==> src/rtl/debug_port_master.sv <==
`timescale 1ns/1ps
// Debug-port burst master: moves word bursts between a host handshake and the
// instruction/data RAM debug ports. Define DBG_PORT_VERIFY_EN for write readback verification.
module debug_port_master #(
  parameter int RD_LATENCY = 1
) (
  input  logic        CPU_CLK,
  input  logic        CPU_RST,
  input  logic        cmd_valid,
  output logic        cmd_ready,
  input  logic        cmd_write,
  input  logic        cmd_sel,
  input  logic [31:0] cmd_addr,
  input  logic [7:0]  cmd_len,
  input  logic        wr_valid,
  output logic        wr_ready,
  input  logic [31:0] wr_data,
  output logic        rd_valid,
  input  logic        rd_ready,
  output logic [31:0] rd_data,
  output logic [31:0] dbg_inst_a2,
  output logic [31:0] dbg_inst_wd2,
  output logic [3:0]  dbg_inst_we2,
  input  logic [31:0] dbg_inst_rd2,
  output logic [31:0] dbg_data_a2,
  output logic [31:0] dbg_data_wd2,
  output logic [3:0]  dbg_data_we2,
  input  logic [31:0] dbg_data_rd2,
  output logic        busy,
  output logic        done,
  output logic        err,
  output logic        verify_fail,
  output logic [31:0] fail_addr
);

  localparam logic [1:0] LAT_M1 = 2'(RD_LATENCY - 1);

  typedef enum logic [2:0] {
    S_IDLE, S_WRITE, S_RD_ISSUE, S_RD_WAIT, S_RD_OUT, S_DONE
`ifdef DBG_PORT_VERIFY_EN
    , S_VERIFY
`endif
  } state_t;

  state_t      state_q;
  logic        sel_q;
  logic [31:0] addr_q;
  logic [31:0] addr_d;
  logic [7:0]  len_q;
  logic [7:0]  cnt_q;
  logic [1:0]  wait_q;
  logic        mis_q;
  logic [31:0] rd_data_q;
  logic        done_q;
  logic        err_q;

  logic        wr_beat;
  logic        rd_phase;
  logic [31:0] port_a2;
  logic [31:0] port_wd2;
  logic [3:0]  port_we2;
  logic [31:0] rd2_sel;

  assign addr_d   = addr_q + 32'd4;
  assign wr_beat  = (state_q == S_WRITE) && wr_valid;
`ifdef DBG_PORT_VERIFY_EN
  assign rd_phase = (state_q == S_RD_ISSUE) || (state_q == S_RD_WAIT) || (state_q == S_VERIFY);
`else
  assign rd_phase = (state_q == S_RD_ISSUE) || (state_q == S_RD_WAIT);
`endif

  // Port strobes are combinational from the write handshake so each beat is exactly one cycle.
  assign port_a2  = (wr_beat || rd_phase) ? addr_q : 32'd0;
  assign port_wd2 = wr_beat ? wr_data : 32'd0;
  assign port_we2 = wr_beat ? 4'hF : 4'h0;
  assign rd2_sel  = sel_q ? dbg_inst_rd2 : dbg_data_rd2;

  always_comb begin
    dbg_inst_a2  = 32'd0;
    dbg_inst_wd2 = 32'd0;
    dbg_inst_we2 = 4'h0;
    dbg_data_a2  = 32'd0;
    dbg_data_wd2 = 32'd0;
    dbg_data_we2 = 4'h0;
    if (sel_q) begin
      dbg_inst_a2  = port_a2;
      dbg_inst_wd2 = port_wd2;
      dbg_inst_we2 = port_we2;
    end else begin
      dbg_data_a2  = port_a2;
      dbg_data_wd2 = port_wd2;
      dbg_data_we2 = port_we2;
    end
  end

  assign cmd_ready = (state_q == S_IDLE) && !CPU_RST;
  assign wr_ready  = (state_q == S_WRITE);
  assign rd_valid  = (state_q == S_RD_OUT);
  assign rd_data   = rd_data_q;
  assign busy      = (state_q != S_IDLE);
  assign done      = done_q;
  assign err       = err_q;

`ifdef DBG_PORT_VERIFY_EN
  localparam logic [1:0] LAT = 2'(RD_LATENCY);

  logic [31:0] start_q;
  logic        vfail_q;
  logic [31:0] faddr_q;
  logic [31:0] shadow_q [256];

  // Shadow of the burst's write data, indexed by beat number.
  always_ff @(posedge CPU_CLK) begin
    if (wr_beat) shadow_q[cnt_q] <= wr_data;
  end

  assign verify_fail = vfail_q;
  assign fail_addr   = faddr_q;
`else
  assign verify_fail = 1'b0;
  assign fail_addr   = 32'd0;
`endif

  always_ff @(posedge CPU_CLK or posedge CPU_RST) begin
    if (CPU_RST) begin
      state_q   <= S_IDLE;
      sel_q     <= 1'b0;
      addr_q    <= 32'd0;
      len_q     <= 8'd0;
      cnt_q     <= 8'd0;
      wait_q    <= 2'd0;
      mis_q     <= 1'b0;
      rd_data_q <= 32'd0;
      done_q    <= 1'b0;
      err_q     <= 1'b0;
`ifdef DBG_PORT_VERIFY_EN
      start_q   <= 32'd0;
      vfail_q   <= 1'b0;
      faddr_q   <= 32'd0;
`endif
    end else begin
      // done/err are registered one cycle behind the DONE state.
      done_q <= (state_q == S_DONE);
      err_q  <= (state_q == S_DONE) && mis_q;
      case (state_q)
        S_IDLE: begin
          if (cmd_valid) begin
            sel_q  <= cmd_sel;
            addr_q <= cmd_addr;
            len_q  <= cmd_len;
            cnt_q  <= 8'd0;
            wait_q <= 2'd0;
            mis_q  <= (cmd_addr[1:0] != 2'b00);
`ifdef DBG_PORT_VERIFY_EN
            start_q <= cmd_addr;
            vfail_q <= 1'b0;
            faddr_q <= 32'd0;
`endif
            if (cmd_addr[1:0] != 2'b00) state_q <= S_DONE;
            else if (cmd_write)         state_q <= S_WRITE;
            else                        state_q <= S_RD_ISSUE;
          end
        end
        S_WRITE: begin
          if (wr_valid) begin
            addr_q <= addr_d;
            if (cnt_q == len_q) begin
              cnt_q <= 8'd0;
`ifdef DBG_PORT_VERIFY_EN
              addr_q  <= start_q;
              wait_q  <= 2'd0;
              state_q <= S_VERIFY;
`else
              state_q <= S_DONE;
`endif
            end else begin
              cnt_q <= cnt_q + 8'd1;
            end
          end
        end
        S_RD_ISSUE: begin
          wait_q  <= 2'd0;
          state_q <= S_RD_WAIT;
        end
        S_RD_WAIT: begin
          if (wait_q == LAT_M1) begin
            rd_data_q <= rd2_sel;
            state_q   <= S_RD_OUT;
          end else begin
            wait_q <= wait_q + 2'd1;
          end
        end
        S_RD_OUT: begin
          if (rd_ready) begin
            addr_q <= addr_d;
            if (cnt_q == len_q) begin
              state_q <= S_DONE;
            end else begin
              cnt_q   <= cnt_q + 8'd1;
              state_q <= S_RD_ISSUE;
            end
          end
        end
`ifdef DBG_PORT_VERIFY_EN
        S_VERIFY: begin
          // Address is held LAT+1 cycles so RD2 at the compare cycle belongs to it.
          if (wait_q == LAT) begin
            wait_q <= 2'd0;
            addr_q <= addr_d;
            if ((rd2_sel != shadow_q[cnt_q]) && !vfail_q) begin
              vfail_q <= 1'b1;
              faddr_q <= addr_q;
            end
            if (cnt_q == len_q) state_q <= S_DONE;
            else                cnt_q   <= cnt_q + 8'd1;
          end else begin
            wait_q <= wait_q + 2'd1;
          end
        end
`endif
        S_DONE:  state_q <= S_IDLE;
        default: state_q <= S_IDLE;
      endcase
    end
  end

endmodule

==> config.mk <==
export PLATFORM = sky130hd
export DESIGN_NAME = debug_port_master
export DESIGN_NICKNAME = d
export VERILOG_FILES = /design/src/rtl/debug_port_master.sv
export SDC_FILE = /design/constraint.sdc
export NUM_CORES = 1
export LEC_CHECK = 0
export ABC_AREA = 1
export CAP_MARGIN = 0
export CORE_AREA = 2 2 135 137
export CTS_CLUSTER_SIZE = 24
export DETAILED_ROUTE_END_ITERATION = 6
export DIE_AREA = 0 0 137 139
export GPL_TIMING_DRIVEN = 0
export PLACE_DENSITY = 0.8
export SYNTH_ARGS = -nofsm -noshare
export SYNTH_HDL_FRONTEND = slang
export SYNTH_SLANG_ARGS = --single-unit
==> constraint.sdc <==
create_clock -name CPU_CLK -period 3.3 [get_ports CPU_CLK]
set_input_delay 0.66 -clock CPU_CLK [delete_from_list [all_inputs] [get_ports CPU_CLK]]
set_output_delay 0.66 -clock CPU_CLK [all_outputs]
set_load 0.05 [all_outputs]
==> results.sh, run 1 <==
export IMPL_ff2ff_setup_slack_ns=1.53
export IMPL_die_x_um=137
export IMPL_die_h_um=139
export IMPL_avgSynthCellArea_um2=6.42
export IMPL_rsz0062_at_grt="no"
export IMPL_synth_cell_area_um2=6490
export IMPL_grtUsageMet2_pct=47.6
export IMPL_clock_path_buffers=2
export IMPL_nNetsFinal=1518
export IMPL_critPathBufInv=4
export IMPL_drt_iter0_markers=547
export IMPL_dr_pass1_iters=5
export IMPL_postSynthCellCount=1012
export IMPL_ant_nets=0
export IMPL_leakage_uw=0.00544
export IMPL_dpl_cell_count=1590
export IMPL_seq_area_frac_synth_pct=34.3
export IMPL_timing_hold_worst_endpoint="rd_data[4]"
export IMPL_final_cell_mix="nand2_1 (264), nor2_1 (231), clkdlybuf4s50_1 (191)"
export IMPL_grt_first_pass_wirelength_um=40200
export IMPL_use_met1_pct=32.1
export IMPL_busiest_layer="met2"
export IMPL_synth_distinct_cells=33
export IMPL_vias_per_cell=4.86
export IMPL_min_path_type="flip-flop to flip-flop"
export IMPL_critPathMaxFanout=10
export IMPL_layout_drive_gt1_share_pct=8.50
export IMPL_yosys_mux_area_fraction_pct=0
export IMPL_numCtsBuffers=9
export IMPL_synth_edf_count=0
export IMPL_hold_depth=2
export IMPL_postCtsSetupRepairBufs=0
export IMPL_cts_sinks=89
export IMPL_synth_top_family_by_area="simple AND/OR/NAND/NOR gates"
export IMPL_cpPeakStageDelay_ns=0.76
export IMPL_synth_adder_area_share_pct=0.578
export IMPL_cts_tree="built"
export IMPL_gp_congestion=0.953
export IMPL_cts_reportedPaths_clkPinSlew_ns=0.08
export IMPL_stdcell_count=1610
export IMPL_start_util_pct=36.8
export IMPL_synth_compound_area_share_pct=9.00
export IMPL_drt_total_wl_um=26600
export IMPL_finalHoldViolCount=0
export IMPL_clkLatencyLatePin_ns=0.36
export IMPL_cts_root_buf="clkbuf_16"
export IMPL_cp_start_kind="flip-flop"
export IMPL_slew_headroom_pct=56.7
export IMPL_dp_hpwl_um=21200
export IMPL_antenna_found_initial=4
export IMPL_ys_flop_type="dfrtp_1"
export IMPL_finalClockSkew_ns=0.00854
export IMPL_maxSlewViolCount=0
export IMPL_power_uw=9590
export IMPL_slowest_stage="clkdlybuf4s50_1"
export IMPL_worst_pin_slew_ns=0.647
export IMPL_r2r_start="state_q[1]"
export IMPL_wl_per_cell_um=16.5
export IMPL_area_growth_syn_to_layout_pct=57.9
export IMPL_layout_min_cycle_time_ns=3.22
export IMPL_ios=350
export IMPL_grt_util_met3_pct=5.56
export IMPL_power_density_nw_per_um2=935
export IMPL_core_area_um2=17700
export IMPL_worstReg2RegEnd="addr_q[16]"
export IMPL_rows=49
export IMPL_cp_end_kind="primary output"
export IMPL_fp_dieArea_um2=19000
export IMPL_path_class="flip-flop to primary output"
export IMPL_fin_ws_ns=0.0827
export IMPL_post_place_ws_ns=-0.304
export IMPL_finalSetupViolCount=0
export IMPL_yosysWarnings=0
export IMPL_arrival_ns=2.56
export IMPL_cts_max_level=3
export IMPL_vias=7823
export IMPL_cp_cell_sequence="inv_1 -> buf_2 -> clkbuf_1 -> nor3_1 -> clkdlybuf4s50_1"
export IMPL_synth_seq_cells=89
export IMPL_hold_start="rd_data[4]"
export IMPL_peakVddDrop_uv=426
export IMPL_overflow=0
export IMPL_yosys_area_share_simple_pct=38.6
export IMPL_crit_family="buffers and inverters"
export IMPL_timing_final_crit_share_pct=97.5
export IMPL_async_reset_ff_share_pct=100
export IMPL_max_freq_mhz=311
export IMPL_grt_max_degree=59
export IMPL_cap_violations=0
export IMPL_holdBufCountCts=0
export IMPL_fill_cells=1712
export IMPL_hold_slack_ns=0.491
export IMPL_status="completed"
export IMPL_numPortBuffers=316
export IMPL_final_common_cell="nand2_1"
export IMPL_required_ns=2.64
export IMPL_drc=0
export IMPL_synth_xor_area_share_pct=1.62
export IMPL_cts_resized=127
export IMPL_grt_pass1_vias=7276
export IMPL_r2r_cells=9
export IMPL_track_usage_pct=27.3
## metal layers
metal	vias to the layer above	part of all wire (%)	wire length [µm]
li1	3827	-	-
met1	3622	39	10300
met2	326	50	13300
met3	48	7.8	2090
met4	0	3.3	885
met5	-	0	0
## stage by stage
stage / util, % / TNS [ns] / cell area, µm²
after floorplan: - / 0 / 6610
after global placement: 57.0 / -129.52 / 10100
after detailed placement: 57.2 / -14.01 / 10100
after CTS: 58.0 / 0 / 10200
after global routing: 58.1 / 0 / 10300
final: 58.1 / 0 / 10300
## registers in the layout (all words and copies together), names as in the netlist
| register | cells |
|---|---|
| addr_q | 32 |
| cnt_q | 8 |
| done | 1 |
| err | 1 |
| len_q | 8 |
| mis_q | 1 |
| rd_data | 32 |
| sel_q | 1 |
| state_q | 3 |
| wait_q | 2 |
## layout make-up
class	count	area, µm²	area share [%]
Antenna cell	4	10.0	0.0976
Buffer	90	609	5.94
Clock buffer	9	225	2.20
Clock inverter	7	68.8	0.671
Inverter	112	423	4.12
Multi-Input combinational cell	753	3360	32.8
Sequential cell	89	2230	21.7
Tap cell	229	287	2.79
Timing Repair Buffer	317	3040	29.7
## tightest hold or removal path, cell delays in order (launching register included)
cell and delay (ns):
dfrtp_1 0.35, nand2_1 0.05, o31ai_1 0.05
## where the power goes
group,leakage (µW),internal (µW),switching [µW],total (µW)
Combinational,0.00421,1920,4570,6490
Sequential,0.00108,1610,432,2040
Clock,0.000146,536,521,1060
Total,0.00544,4060,5520,9590
## worst max path at each step
| stage | startpoint | endpoint | slack [ns] | cells past startpoint |
|---|---|---|---|---|
| 4_1_cts | wr_valid | dbg_data_wd2[0] | 0.04 | 8 |
| 6_report | sel_q | dbg_inst_a2[1] | 0.08 | 5 |
| 5_1_grt | state_q[0] | dbg_inst_wd2[6] | 0.001 | 10 |
| 3_3_place_gp | CPU_RST | rd_data[18] | -1.31 | 2 |
| 2_1_floorplan | CPU_RST | addr_q[0] | 0.33 | 1 |
| 3_5_place_dp | wr_valid | dbg_inst_wd2[4] | -0.30 | 9 |
## Yosys cell counts (all sizes together) (8+ instances only)
| library cell | number | area share (%) |
|---|---|---|
| a21oi | 10 | 0.77 |
| buf | 76 | 8.6 |
| clkbuf | 14 | 0.81 |
| dfrtp | 89 | 34 |
| inv | 112 | 6.5 |
| nand2 | 267 | 16 |
| nand3 | 34 | 2.6 |
| nor2 | 239 | 14 |
| nor3 | 67 | 5.2 |
| o2111ai | 8 | 1.1 |
| o21ai | 31 | 2.4 |
| o31ai | 32 | 3.7 |
| xor2 | 8 | 1.1 |
## logic make-up (layout without fill, tap and decap cells)
| family | count (synthesis) | after routing |
|---|---|---|
| simple gates | 614 | 614 |
| buf+inv | 202 | 535 |
| compound gates | 91 | 91 |
| flops | 89 | 89 |
| xor+xnor | 12 | 12 |
| fa+ha+maj | 3 | 3 |
| other cells | 1 | 37 |
No activity file was read; power rests on OpenSTA's default activity.
==> run 2: changes to the inputs <==
Settings changed: RECOVER_POWER set to 100.
==> run 2 against run 1 <==
  * Critical path depth grew 2
  * Combinational power fell by 3.1%
  * Core utilization fell by 0.53 points
  * Global-route usage unchanged
  * Hold slack got worse by 0.0086 ns
  * Critical path type is now primary input to primary output
  * Final cell count is the same
  * Clock power hardly changed
  * Register-to-register slack worse by 0.54 ns
  * Design area is 0.91% lower
  * Largest power group unchanged
  * Fmax fell by 0.33%
  * Sequential power about the same
==> results.sh, run 2 (synthesis results as in run 1) <==
export IMPL_vias_per_cell=4.86
export IMPL_power_frac_seq_pct=21.7
export IMPL_stdcell_count=1610
export IMPL_power_density_nw_per_um2=924
export IMPL_area_growth_syn_to_layout_pct=56.4
export IMPL_dr_pass1_iters=5
export IMPL_postCtsSetupRepairBufs=0
export IMPL_fp_dieArea_um2=19000
export IMPL_leakage_uw=0.00540
export IMPL_worst_pin_slew_ns=1.44
export IMPL_cp_start_kind="primary input"
export IMPL_cts_reportedPaths_clkPinSlew_ns=0.08
export IMPL_finalSetupViolCount=0
export IMPL_die_h_um=139
export IMPL_fin_area_um2=10200
export IMPL_grt_pass1_vias=7276
export IMPL_holdBufCountCts=0
export IMPL_finalHoldViolCount=0
export IMPL_p_int_uw=3900
export IMPL_postLayoutCoreUtil_pct=57.5
export IMPL_required_ns=2.64
export IMPL_timing_final_crit_share_pct=97.8
export IMPL_cts_max_level=3
export IMPL_nNetsFinal=1518
export IMPL_pwr_share_clk_pct=11.3
export IMPL_finalClockSkew_ns=0.00918
export IMPL_min_path_type="flip-flop to flip-flop"
export IMPL_highest_layer="met4"
export IMPL_rsz0062_at_grt="no"
export IMPL_cts_root_buf="clkbuf_16"
export IMPL_drt_iter0_markers=451
export IMPL_peakVddDrop_uv=430
export IMPL_antenna_found_initial=4
export IMPL_dpl_cell_count=1590
export IMPL_dp_hpwl_um=21200
export IMPL_hold_slack_ns=0.483
export IMPL_ant_nets=0
export IMPL_max_freq_mhz=310
export IMPL_numCtsBuffers=9
export IMPL_wl_met1_um=9980
export IMPL_p_sw_uw=5490
export IMPL_place_area_um2=10100
export IMPL_cts_sinks=89
export IMPL_numPortBuffers=316
export IMPL_cap_violations=0
export IMPL_grt_max_degree=59
export IMPL_layout_min_cycle_time_ns=3.23
export IMPL_final_cell_mix="nand2_1 (265), nor2_1 (232), clkdlybuf4s50_1 (149)"
export IMPL_finalSetupTns_ns=0
export IMPL_cts_tree="built"
export IMPL_start_util_pct=36.8
export IMPL_clkLatencyLatePin_ns=0.36
export IMPL_met2WireLength_um=13300
export IMPL_clock_path_buffers=2
export IMPL_die_x_um=137
export IMPL_path_class="primary input to primary output"
export IMPL_overflow=0
export IMPL_pwr_share_comb_pct=67.0
export IMPL_critPathMaxFanout=10
export IMPL_wl_per_cell_um=16.5
export IMPL_drt_total_wl_um=26600
export IMPL_rows=49
export IMPL_maxSlewViolCount=0
export IMPL_drc=0
export IMPL_grt_first_pass_wirelength_um=40200
export IMPL_gp_congestion=0.953
export IMPL_slew_headroom_pct=3.27
export IMPL_cp_end_kind="primary output"
export IMPL_switching_share_pct=58.5
export IMPL_core_area_um2=17700
export IMPL_route_met3_wl_um=2350
export IMPL_layout_drive_gt1_share_pct=7.33
export IMPL_status="completed"
export IMPL_vias=7821
export IMPL_track_usage_pct=27.3
export IMPL_final_common_cell="nand2_1"
export IMPL_arrival_ns=2.57
export IMPL_ios=350
==> run 2: changes by cell type in the layout (fill, tap and decap cells not counted), moves of 3 or more <==
cell             previous run  this run
clkdlybuf4s50_1           191       149
dlygate4sd3_1               0        42
clkbuf_1                   13        27
buf_2                      24        14
clkbuf_4                    0         7
buf_4                      40        34
buf_6                      12         6
clkbuf_2                    2         5
==> run 2: repair_timing <==
action,in CTS,in global routing
endpoints found under the hold margin,0,0
endpoints found under the setup margin,125,9
resized for setup,127,11
==> run 2: power groups by stage <==
stage | logic (µW) | clock network (µW) | registers, µW
2_1_floorplan | 3790 | 0 | 2680
5_1_grt | 6770 | 1120 | 2100
3_5_place_dp | 6610 | 0 | 2040
3_3_place_gp | 6540 | 0 | 2040
4_1_cts | 6480 | 1070 | 2030
6_report | 6290 | 1060 | 2030
==> run 2: per-layer routing <==
metal | vias up | global-route usage, %
met3 | 51 | 5.56
met4 | 0 | 11.6
li1 | 3832 | -
met5 | - | 0
met2 | 345 | 47.6
met1 | 3593 | 32.1
==> run 2: per-stage QoR <==
| stage | total power, µW | setup slack (ns) |
|---|---|---|
| 2_1_floorplan | 6470 | 0.333 |
| 3_3_place_gp | 8570 | -1.31 |
| 3_5_place_dp | 8650 | -0.304 |
| 4_1_cts | 9580 | 0.0419 |
| 5_1_grt | 9990 | 0.00530 |
| 6_report | 9390 | 0.0720 |
==> run 2: worst paths after layout <==
kind	slack, ns	cells past startpoint	to	startpoint
setup reg to reg	0.99	8	cnt_q[1]	state_q[2]
hold / removal	0.48	2	rd_data[1]	rd_data[1]
max in group asynchronous	0.63	3	len_q[1]	CPU_RST
hold reg to reg	0.48	2	rd_data[1]	rd_data[1]
setup / recovery	0.07	7	dbg_data_a2[7]	wr_valid
min in group asynchronous	1.10	2	rd_data[6]	CPU_RST
==> run 2: layout make-up <==
| cell class | count | area, µm² |
|---|---|---|
| inverter | 112 | 422 |
| sequential | 89 | 2230 |
| fill | 1733 | 7500 |
| timing repair buffer | 317 | 3020 |
| multi-input combinational | 753 | 3350 |
| clock inverter | 7 | 68.8 |
| antenna | 4 | 10.0 |
| clock buffer | 9 | 225 |
| tap | 229 | 287 |
| buffer | 90 | 556 |
==> run 2: worst max-delay path, cell delays in order <==
cell	delay (ns)
clkdlybuf4s50_1	0.45
inv_1	0.08
nor2_4	0.14
nor2_2	0.11
buf_2	0.22
nor3_1	0.33
dlygate4sd2_1	0.58
